File: config.mk
export PLATFORM = sky130hd
export DESIGN_NAME = alu_muldiv_flat
export DESIGN_NICKNAME = d
export VERILOG_FILES = /design/src/rtl/alu_muldiv_if.sv /design/src/rtl/alu_muldiv.sv /design/src/flat_wrapper.sv
export SDC_FILE = /design/constraint.sdc
export NUM_CORES = 1
export LEC_CHECK = 0
export ABC_CLOCK_PERIOD_IN_PS = 4500
export CAP_MARGIN = 20
export CORE_MARGIN = 5
export CORE_UTILIZATION = 35
export DETAILED_ROUTE_END_ITERATION = 8
export PLACE_DENSITY_LB_ADDON = 0.1
export SYNTH_ARGS = -nofsm -noshare
export SYNTH_HDL_FRONTEND = slang
export SYNTH_SLANG_ARGS = --single-unit
export TNS_END_PERCENT = 50
File: constraint.sdc
create_clock -name clk -period 4.5 [get_ports clk]
set_input_delay 0.675 -clock clk [delete_from_list [all_inputs] [get_ports clk]]
set_output_delay 0.675 -clock clk [all_outputs]
set_load 0.02 [all_outputs]
File: src/rtl/alu_muldiv_if.sv
// Execute-stage ALU bus: operands, op select, result flags and the multiply/divide
// command handshake, bundled so the pipeline and the bench see one port.
interface alu_muldiv_if #(
  parameter int WIDTH = 32
);
  logic [WIDTH-1:0] A;
  logic [WIDTH-1:0] B;
  logic [3:0]       ALUctr;
  logic             start;
  logic [WIDTH-1:0] out;
  logic             zero;
  logic             busy;
  logic             done;
  logic [1:0]       state_dbg;

  // Handshake: start is a one-cycle request that is honoured only while busy=0;
  // while busy=1 every start is dropped. done pulses for one cycle when HI/LO
  // have just taken the new result, and busy falls on the following edge.
  modport master (
    output A, B, ALUctr, start,
    input  out, zero, busy, done, state_dbg
  );

  modport slave (
    input  A, B, ALUctr, start,
    output out, zero, busy, done, state_dbg
  );
endinterface

File: src/rtl/alu_muldiv.sv
// MIPS execute-stage ALU: combinational integer ops plus an iterative unsigned
// multiply/divide unit that owns the architectural HI/LO registers.
module alu_muldiv #(
  parameter int WIDTH = 32
) (
  input  logic         clk,
  input  logic         rst_n,
  alu_muldiv_if.slave  bus
);

  localparam int CW = $clog2(WIDTH);

  localparam logic [3:0] OP_ADDU  = 4'd0;
  localparam logic [3:0] OP_SUBU  = 4'd1;
  localparam logic [3:0] OP_OR    = 4'd2;
  localparam logic [3:0] OP_AND   = 4'd3;
  localparam logic [3:0] OP_XOR   = 4'd4;
  localparam logic [3:0] OP_LUI   = 4'd5;
  localparam logic [3:0] OP_SLT   = 4'd6;
  localparam logic [3:0] OP_SLTU  = 4'd7;
  localparam logic [3:0] OP_MULTU = 4'd8;
  localparam logic [3:0] OP_DIVU  = 4'd9;
  localparam logic [3:0] OP_MFHI  = 4'd10;
  localparam logic [3:0] OP_MFLO  = 4'd11;
  localparam logic [3:0] OP_MTHI  = 4'd12;
  localparam logic [3:0] OP_MTLO  = 4'd13;

  typedef enum logic [1:0] {
    S_IDLE = 2'd0,
    S_RUN  = 2'd1,
    S_DONE = 2'd2
  } state_t;

  state_t             state, state_n;
  logic [CW-1:0]      cnt;
  logic [WIDTH-1:0]   hi, lo;
  logic [WIDTH-1:0]   op_a, op_b;
  logic [2*WIDTH-1:0] acc;
  logic               is_div;
  logic               load_pend;

  logic               md_req;
  logic               last_iter;
  logic [WIDTH:0]     mul_sum;
  logic [WIDTH+1:0]   div_trial;
  logic [2*WIDTH-1:0] mul_next, div_next, step;

  assign md_req    = bus.start && (bus.ALUctr == OP_MULTU || bus.ALUctr == OP_DIVU);
  assign last_iter = !load_pend && (cnt == CW'(WIDTH - 1));

  // One iteration of either algorithm. Divide keeps {remainder, quotient} in acc so
  // the final value lands directly as {HI, LO}, exactly like the product does.
  always_comb begin
    mul_sum   = {1'b0, acc[2*WIDTH-1:WIDTH]} + (acc[0] ? {1'b0, op_a} : {(WIDTH+1){1'b0}});
    mul_next  = {mul_sum, acc[WIDTH-1:1]};
    div_trial = {1'b0, acc[2*WIDTH-1:WIDTH], acc[WIDTH-1]} - {2'b00, op_b};
    if (!div_trial[WIDTH+1])
      div_next = {div_trial[WIDTH-1:0], acc[WIDTH-2:0], 1'b1};
    else
      div_next = {acc[2*WIDTH-2:WIDTH-1], acc[WIDTH-2:0], 1'b0};
    step = is_div ? div_next : mul_next;
  end

  always_comb begin
    state_n = state;
    case (state)
      S_IDLE:  if (md_req) state_n = S_RUN;
      S_RUN:   if (last_iter) state_n = S_DONE;
      S_DONE:  state_n = S_IDLE;
      default: state_n = S_IDLE;
    endcase
  end

  always_ff @(posedge clk) begin
    if (!rst_n) begin
      state     <= S_IDLE;
      cnt       <= '0;
      hi        <= '0;
      lo        <= '0;
      op_a      <= '0;
      op_b      <= '0;
      acc       <= '0;
      is_div    <= 1'b0;
      load_pend <= 1'b0;
    end else begin
      state <= state_n;
      case (state)
        S_IDLE: begin
          if (md_req) begin
            op_a      <= bus.A;
            op_b      <= bus.B;
            is_div    <= (bus.ALUctr == OP_DIVU);
            cnt       <= '0;
            load_pend <= 1'b1;
          end else if (bus.start && bus.ALUctr == OP_MTHI) begin
            hi <= bus.A;
          end else if (bus.start && bus.ALUctr == OP_MTLO) begin
            lo <= bus.A;
          end
        end
        S_RUN: begin
          // First RUN cycle seeds the accumulator from the latched operands.
          if (load_pend) begin
            acc       <= is_div ? {{WIDTH{1'b0}}, op_a} : {{WIDTH{1'b0}}, op_b};
            load_pend <= 1'b0;
          end else begin
            acc <= step;
            cnt <= cnt + CW'(1);
            if (last_iter) begin
              hi <= step[2*WIDTH-1:WIDTH];
              lo <= step[WIDTH-1:0];
            end
          end
        end
        default: ;
      endcase
    end
  end

  always_comb begin
    bus.out = '0;
    case (bus.ALUctr)
      OP_ADDU: bus.out = bus.A + bus.B;
      OP_SUBU: bus.out = bus.A - bus.B;
      OP_OR:   bus.out = bus.A | bus.B;
      OP_AND:  bus.out = bus.A & bus.B;
      OP_XOR:  bus.out = bus.A ^ bus.B;
      OP_LUI:  bus.out = bus.B;
      OP_SLT:  bus.out = {{(WIDTH-1){1'b0}}, ($signed(bus.A) < $signed(bus.B))};
      OP_SLTU: bus.out = {{(WIDTH-1){1'b0}}, (bus.A < bus.B)};
      OP_MFHI: bus.out = hi;
      OP_MFLO: bus.out = lo;
      default: bus.out = '0;
    endcase
  end

  assign bus.zero      = (bus.A == bus.B);
  assign bus.busy      = (state != S_IDLE);
  assign bus.done      = (state == S_DONE);
  assign bus.state_dbg = state;

endmodule

File: src/flat_wrapper.sv
// flat-port wrapper written by rule: the top's interface ports become plain ports
module alu_muldiv_flat 
#(
  parameter int WIDTH = 32
)
  (clk, rst_n, bus_A, bus_B, bus_ALUctr, bus_start, bus_out, bus_zero, bus_busy, bus_done, bus_state_dbg);
  alu_muldiv_if #(.WIDTH(WIDTH)) bus_i ();
  input  logic clk;
  input  logic rst_n;
  input wire logic [$bits(bus_i.A)-1:0] bus_A;
  input wire logic [$bits(bus_i.B)-1:0] bus_B;
  input wire logic [$bits(bus_i.ALUctr)-1:0] bus_ALUctr;
  input wire logic [$bits(bus_i.start)-1:0] bus_start;
  output wire logic [$bits(bus_i.out)-1:0] bus_out;
  output wire logic [$bits(bus_i.zero)-1:0] bus_zero;
  output wire logic [$bits(bus_i.busy)-1:0] bus_busy;
  output wire logic [$bits(bus_i.done)-1:0] bus_done;
  output wire logic [$bits(bus_i.state_dbg)-1:0] bus_state_dbg;
  assign bus_i.A = bus_A;
  assign bus_i.B = bus_B;
  assign bus_i.ALUctr = bus_ALUctr;
  assign bus_i.start = bus_start;
  assign bus_out = bus_i.out;
  assign bus_zero = bus_i.zero;
  assign bus_busy = bus_i.busy;
  assign bus_done = bus_i.done;
  assign bus_state_dbg = bus_i.state_dbg;
  alu_muldiv #(.WIDTH(WIDTH)) u_core (.clk(clk), .rst_n(rst_n), .bus(bus_i));
endmodule
==> run metrics, run 1 <==
syn_area_per_cell=7.37 sq um; final worst path period share=98.1%; Worst-path clk slew=~60 ps; Remaining DRCs=0; internal power=approximately 0.0036 W; Synth area leader=dfxtp_1; Worst Hold Class=flop to flop; leakage power=around 9.5 nW; final setup fails=0; vias in the first global route=17979; Die X=236 um; P per Cell Area=239 nW/um^2; outcome=complete, no violations; switching share of power=33.7%; via count=18808; post-route cell area=roughly 23000 sq um; I/O pin count=108; Worst Path Required=~3800 ps; antenna violation net count after detailed routing=0; unrepaired setup endpoints after global routing=yes; Starting Density=35.4%; Worst Hold Depth=2; area share of fa/ha/maj cells after synthesis=11.8%; Psw=0.00184 W; placed cell area=21400 sq um; Max VDD drop=around 0.23 mV; Die Span Y=236 um; FF-to-FF path depth=14; Post-Synthesis Cells=2418; Overflow after GRT=0; Max Cap Viol=0; FF+latch count, synth=201; Syn Nets=2655; # diodes=0; number of CTS-inserted buffers=22; f_max=227 MHz; crit path max fanout=4; Fin. Hold Viols=0; Layout Nets=2929; Main synth FF type=dfxtp_1; IO Port Bufs=between 100 and 150; # H-tree levels=1; EDFF count, synth=0; Comb pwr share=approximately 34%; P&R area growth vs syn=28.1%; post-layout min period=4410 ps; post-synth top area share=22.6%; Compound-Gate Fraction of Synth Area=31.5%; Worst Setup End Kind=primary output; Mapped Area=17800 sq um; Core ar.=~50000 sq um; Seq pwr share=33.9%; mux share of post-synthesis cell area=2.08%; site row count=82; Synth Area in Simple Gates=20.9%; Max transition margin=38.8%; Setup CP Type=input port to primary output; root cell of the clock tree=clkbuf_16; asr flop ratio synth=0%; Routed WL per cell=21.5 um; Clk Latency, worst-skew pair=between 500 and 600 ps; main combinational cell family by area after synthesis=compound AO/OA/AOI/OAI gates; layout cell share with drive strength beyond 1=18.1%; startpoint types=input port; CTS tree=yes; drt first-iter violations=1590; total power draw=0.00545 W; Warnings, synthesis=0; max-slew violations=0; top cells by area, synth=dfxtp_1 23%, ha_1 11%, nand2_1 6.6%; DR pass1 iterations=5; Post-CTS Hold Buffers=0; crit path DAT=around 3700 ps; register area=4030 sq um; GPL Wtd Cong=0.933; via/cell ratio=about 5.6; xor/xnor share of the synthesized area=~4.2%; Die Area=55500 sq um; post-synth cell types=83; post-synthesis sequential area ratio=22.6%; clock tree sinks=201; Util after Layout=45.4%; first-pass GRT wire length=110 mm; initial antenna violation count=0; pin count of the biggest net entering global routing=68; Tot GR Track Use=24.6%; final WL=72.6 mm; post-route clock skew=approximately 21 ps; Max clock buf depth=3; Clk pwr share=32.0%; Slew @ Worst Pin=918 ps; DP HPWL=around 57 mm; # fillers=5104; multi-input logic area=13200 sq um
==> path summary, 6_finish.rpt <==
check	from	endpoint	slack [ps]
worst min-delay path	u_core.hi[26]	u_core.hi[26]	460
worst min register to register	u_core.hi[26]	u_core.hi[26]	460
worst max register to register	u_core.acc[0]	u_core.hi[24]	370
worst max-delay path	bus_A[6]	bus_out[31]	90
==> placed cells by master (no fill, tap or decap), drive strengths merged, types with 49 or more instances in the layout <==
cell type / instances
a21boi: 103
a21oi: 176
buf: 328
dfxtp: 201
ha: 162
inv: 148
nand2: 314
nand2b: 49
nand3: 89
nor2: 142
o21ai: 184
xnor2: 58
==> layer usage <==
| layer | global-route usage [%] | vias up | share of wire, % |
|---|---|---|---|
| met1 | 39.1 | 8949 | 52 |
| met5 | 0 | - | 0 |
| met3 | 3.60 | 59 | 6.5 |
| met2 | 35.1 | 604 | 40 |
| li1 | - | 9196 | - |
| met4 | 4.54 | 0 | 1.5 |
==> Yosys cell counts, drive strengths merged (49+ instances only) <==
cell and count:
o21ai 184, dfxtp 201, nor2 142, ha 162
xnor2 58, a21boi 103, nand2 314, nand3 89
nand2b 49, a21oi 176, inv 148, clkbuf 137
==> per-stage QoR <==
step | instances | TNS, ps | hold slack, ps | setup slack, ps
3_3_place_gp | 3319 | -15470 | 448 | -1090
5_1_grt | 3376 | -30.8 | 482 | -18.0
2_1_floorplan | 2418 | 0 | 434 | 525
6_report | 3376 | 0 | 456 | 85.7
4_1_cts | 3373 | -3.82 | 462 | -3.82
3_5_place_dp | 3319 | -15600 | 454 | -1060
==> power by group through the flow <==
stage | logic (W) | registers, W | clock network (W)
floorplan | 0.000989 | 0.00187 | 0
global placement | 0.00173 | 0.00188 | 0
detailed placement | 0.00172 | 0.00189 | 0
CTS | 0.00181 | 0.00185 | 0.00178
global route | 0.00200 | 0.00185 | 0.00184
finish | 0.00186 | 0.00185 | 0.00174
==> cell families after synthesis <==
group,Yosys count
mux,37
flops,201
xor+xnor,85
buf+inv,320
compound gates,820
simple gates,789
fa+ha+maj,166
==> state kept, by name, summed over array words and instances, names as in the netlist <==
register / count
u_core.acc: 64
u_core.bus.state_dbg: 2
u_core.cnt: 5
u_core.hi: 32
u_core.is_div: 1
u_core.lo: 32
u_core.load_pend: 1
u_core.op_a: 32
u_core.op_b: 32
==> critical path: stages <==
cell and delay, ps:
dlygate4sd2_1 240, buf_6 130, inv_2 60, ha_4 200
or3_4 350, a211oi_4 340, o2bb2ai_4 130, o21ai_4 230
a21oi_4 110, or4_4 520, a32oi_2 230, xor2_1 250
o21ai_1 90, buf_4 180
==> final cells by class <==
cell class	count	area share, %
clock buffers	29	2.75
inverters	148	2.45
flip-flops and latches	201	17.7
repair buffers	422	15.4
well taps	672	3.69
multi-input cells	1897	57.9
clock inverters	7	0.192
==> timing repair <==
| action | CTS | global route |
|---|---|---|
| pin swaps | 41 | 38 |
| setup endpoints to repair | 26 | 19 |
| gates resized for setup | 182 | 69 |
| setup buffers | 18 | 4 |
(Power assumes the default switching activity.)
==> run 2, diff against run 1 <==
--- a/config.mk
+++ b/config.mk
@@ -5,12 +5,14 @@
 export SDC_FILE = /design/constraint.sdc
 export NUM_CORES = 1
 export LEC_CHECK = 0
-export ABC_CLOCK_PERIOD_IN_PS = 4500
+export ABC_CLOCK_PERIOD_IN_PS = 3600
 export CAP_MARGIN = 20
 export CORE_MARGIN = 5
 export CORE_UTILIZATION = 35
 export DETAILED_ROUTE_END_ITERATION = 8
+export GPL_TIMING_DRIVEN = 0
 export PLACE_DENSITY_LB_ADDON = 0.1
+export SLEW_MARGIN = 10
 export SYNTH_ARGS = -nofsm -noshare
 export SYNTH_HDL_FRONTEND = slang
 export SYNTH_SLANG_ARGS = --single-unit
==> constraint.sdc (replaced) <==
create_clock -name clk -period 3.6 [get_ports clk]
set_input_delay 0.54 -clock clk [delete_from_list [all_inputs] [get_ports clk]]
set_output_delay 0.54 -clock clk [all_outputs]
set_load 0.02 [all_outputs]
==> run 2 against run 1 <==
Compared with the run above: the flow now finishes with violations (negative setup slack); utilization is 0.52 points lower; hold slack worse by 170 ps; global-route usage is 2.9 points higher; non-clock buffer count is 82 lower; clock power is 51% higher; sequential share of layout area is 0.20 points higher; register-to-register slack worse by 330 ps; critical path type unchanged; critical endpoint is now bus_out[28].
==> run metrics, run 2 (synthesis results as in run 1) <==
max-slew violations=0; IO Port Bufs=about 110; fin cells=3300; pin count of the biggest net entering global routing=15; Slew @ Worst Pin=1150 ps; crit path DAT=~3400 ps; via count=about 19000; Die Area=55500 sq um; commonest cells after routing, fill and taps aside=308 x nand2_1, 200 x dfxtp_1, 150 x a21oi_1; unrepaired setup endpoints after global routing=yes; Layout Nets=2848; Worst Hold Class=input port to flop; worst setup margin=-372 ps; post-route clock skew=13.0 ps; via/cell ratio=between 5 and 6; drt first-iter violations=1548; failing checks=negative setup slack; leakage power=~9 nW; post-route cell area=22600 sq um; P&R area growth vs syn=26.6%; Clk Latency, worst-skew pair=between 500 and 600 ps; initial antenna violation count=0; first-pass GRT wire length=118 mm; P per Cell Area=324 nW/um^2; Max VDD drop=approximately 0.26 mV; crit-path cells=buf_12 -> ha_4 -> inv_2 -> fa_2 -> nor2b_4 -> o211ai_1 -> a211oi_2 -> o311a_4 -> o41ai_4 -> o41ai_4 -> a21o_1 -> a211oi_2 -> or4_1 -> nand3_2 -> buf_6; placed cell area=19700 sq um; clock tree sinks=between 200 and 250; Reg with most FFs=u_core.acc; GPL Wtd Cong=a little under 1; Max transition margin=23.6%; Core ar.=50300 sq um; commonest non-fill, non-tap cell in the layout=nand2_1; final WL=81.5 mm; post-layout min period=3970 ps; f_max=252 MHz; Place WS=-1970 ps; Remaining DRCs=0; DR pass1 iterations=7; Max Cap Viol=0; I/O pin count=108; Worst-path clk slew=around 70 ps; Overflow after GRT=0; root cell of the clock tree=clkbuf_16; vias in the first global route=18437; Max clock buf depth=3; startpoint types=input port; number of CTS-inserted buffers=23; DP HPWL=between 60 and 70 mm; total power draw=~0.0073 W; Fin. Hold Viols=0; Routed WL per cell=24.7 um; Largest register FFs=64; # H-tree levels=1; Inst Count DP=around 3200; Setup CP Type=input port to primary output; antenna violation net count after detailed routing=0; Worst Setup End Kind=primary output; Tot GR Track Use=27.5%; final setup fails=14; site row count=82; cell with the largest stage delay on the worst path=or4_1; Die Span Y=236 um; hold slack=about 290 ps; outcome=complete, but fails checks; crit path max fanout=3; Die X=236 um; Largest stage delay, worst path=490 ps; final worst path period share=110%; Worst Path Required=3060 ps; Starting Density=35.4%; layout cell share with drive strength beyond 1=17.7%; CTS tree=yes; Post-CTS Hold Buffers=0
-- run 2: changes by cell type in the layout (fill, tap and decap cells not counted), sizes merged --
| cell | change |
|---|---|
| diode | +1 |
| clkdlybuf4s15 | +1 |
| clkinv | +3 |
| dlymetal6s2s | -5 |
| buf | -162 |
| bufinv | +5 |
| dlygate4sd2 | -8 |
| clkdlybuf4s50 | -39 |
| inv | +1 |
| clkbuf | +127 |
-- run 2: power by group --
part | total, W | switching [W] | internal, W
logic | 0.00236 | 0.00141 | 0.000946
clock network | 0.00263 | 0.00106 | 0.00157
registers | 0.00231 | 0.0000428 | 0.00227
-- run 2: stage by stage --
stage          utilization (%)  TNS (ps)
6_report                  44.9     -2620
5_1_grt                   44.9     -3970
4_1_cts                   43.3     -3100
3_5_place_dp              39.2    -58520
3_3_place_gp              39.2    -62010
2_1_floorplan                -     -39.6
-- run 2: final cells by class --
class                      instances  area, sq um
fill                            5125        27700
multi-input combinational       1897        13900
sequential                       201         4030
timing repair buffer             188         1640
tap                              672          841
buffer                           152          731
clock buffer                      25          603
inverter                         148          593
clock inverter                    16          218
antenna                            1         2.50
-- run 2: metal layers --
layer / global-route usage [%] / share of wire [%] / vias to the layer above / wire [um]
met1: 38.5 / 46 / 9083 / 37400
met3: 2.05 / 5.3 / 165 / 4290
met5: 0 / 0 / - / 0
li1: - / - / 9076 / -
met4: 9.50 / 4.1 / 0 / 3350
met2: 44.7 / 45 / 740 / 36500
-- run 2: what timing repair did --
action,CTS,global route
gates cloned,0,1
resized for setup,550,239
pin swaps,49,95
buffers inserted,43,41
setup endpoints to repair,97,77
-- run 2: worst paths after layout --
check | from | end | slack (ps) | cells past startpoint
setup / recovery | bus_A[0] | bus_out[28] | -370 | 15
setup reg to reg | u_core.op_b[11] | u_core.hi[11] | 40 | 14
hold reg to reg | u_core.hi[2] | u_core.hi[2] | 470 | 2
hold / removal | bus_A[1] | u_core.op_a[1] | 290 | 3
-- run 2: worst max-delay path, delay by kind of cell --
family | cells | cell delay (ps)
buf+inv | 3 | 250
fa+ha+maj | 2 | 510
simple gates | 3 | 740
compound gates | 7 | 1370
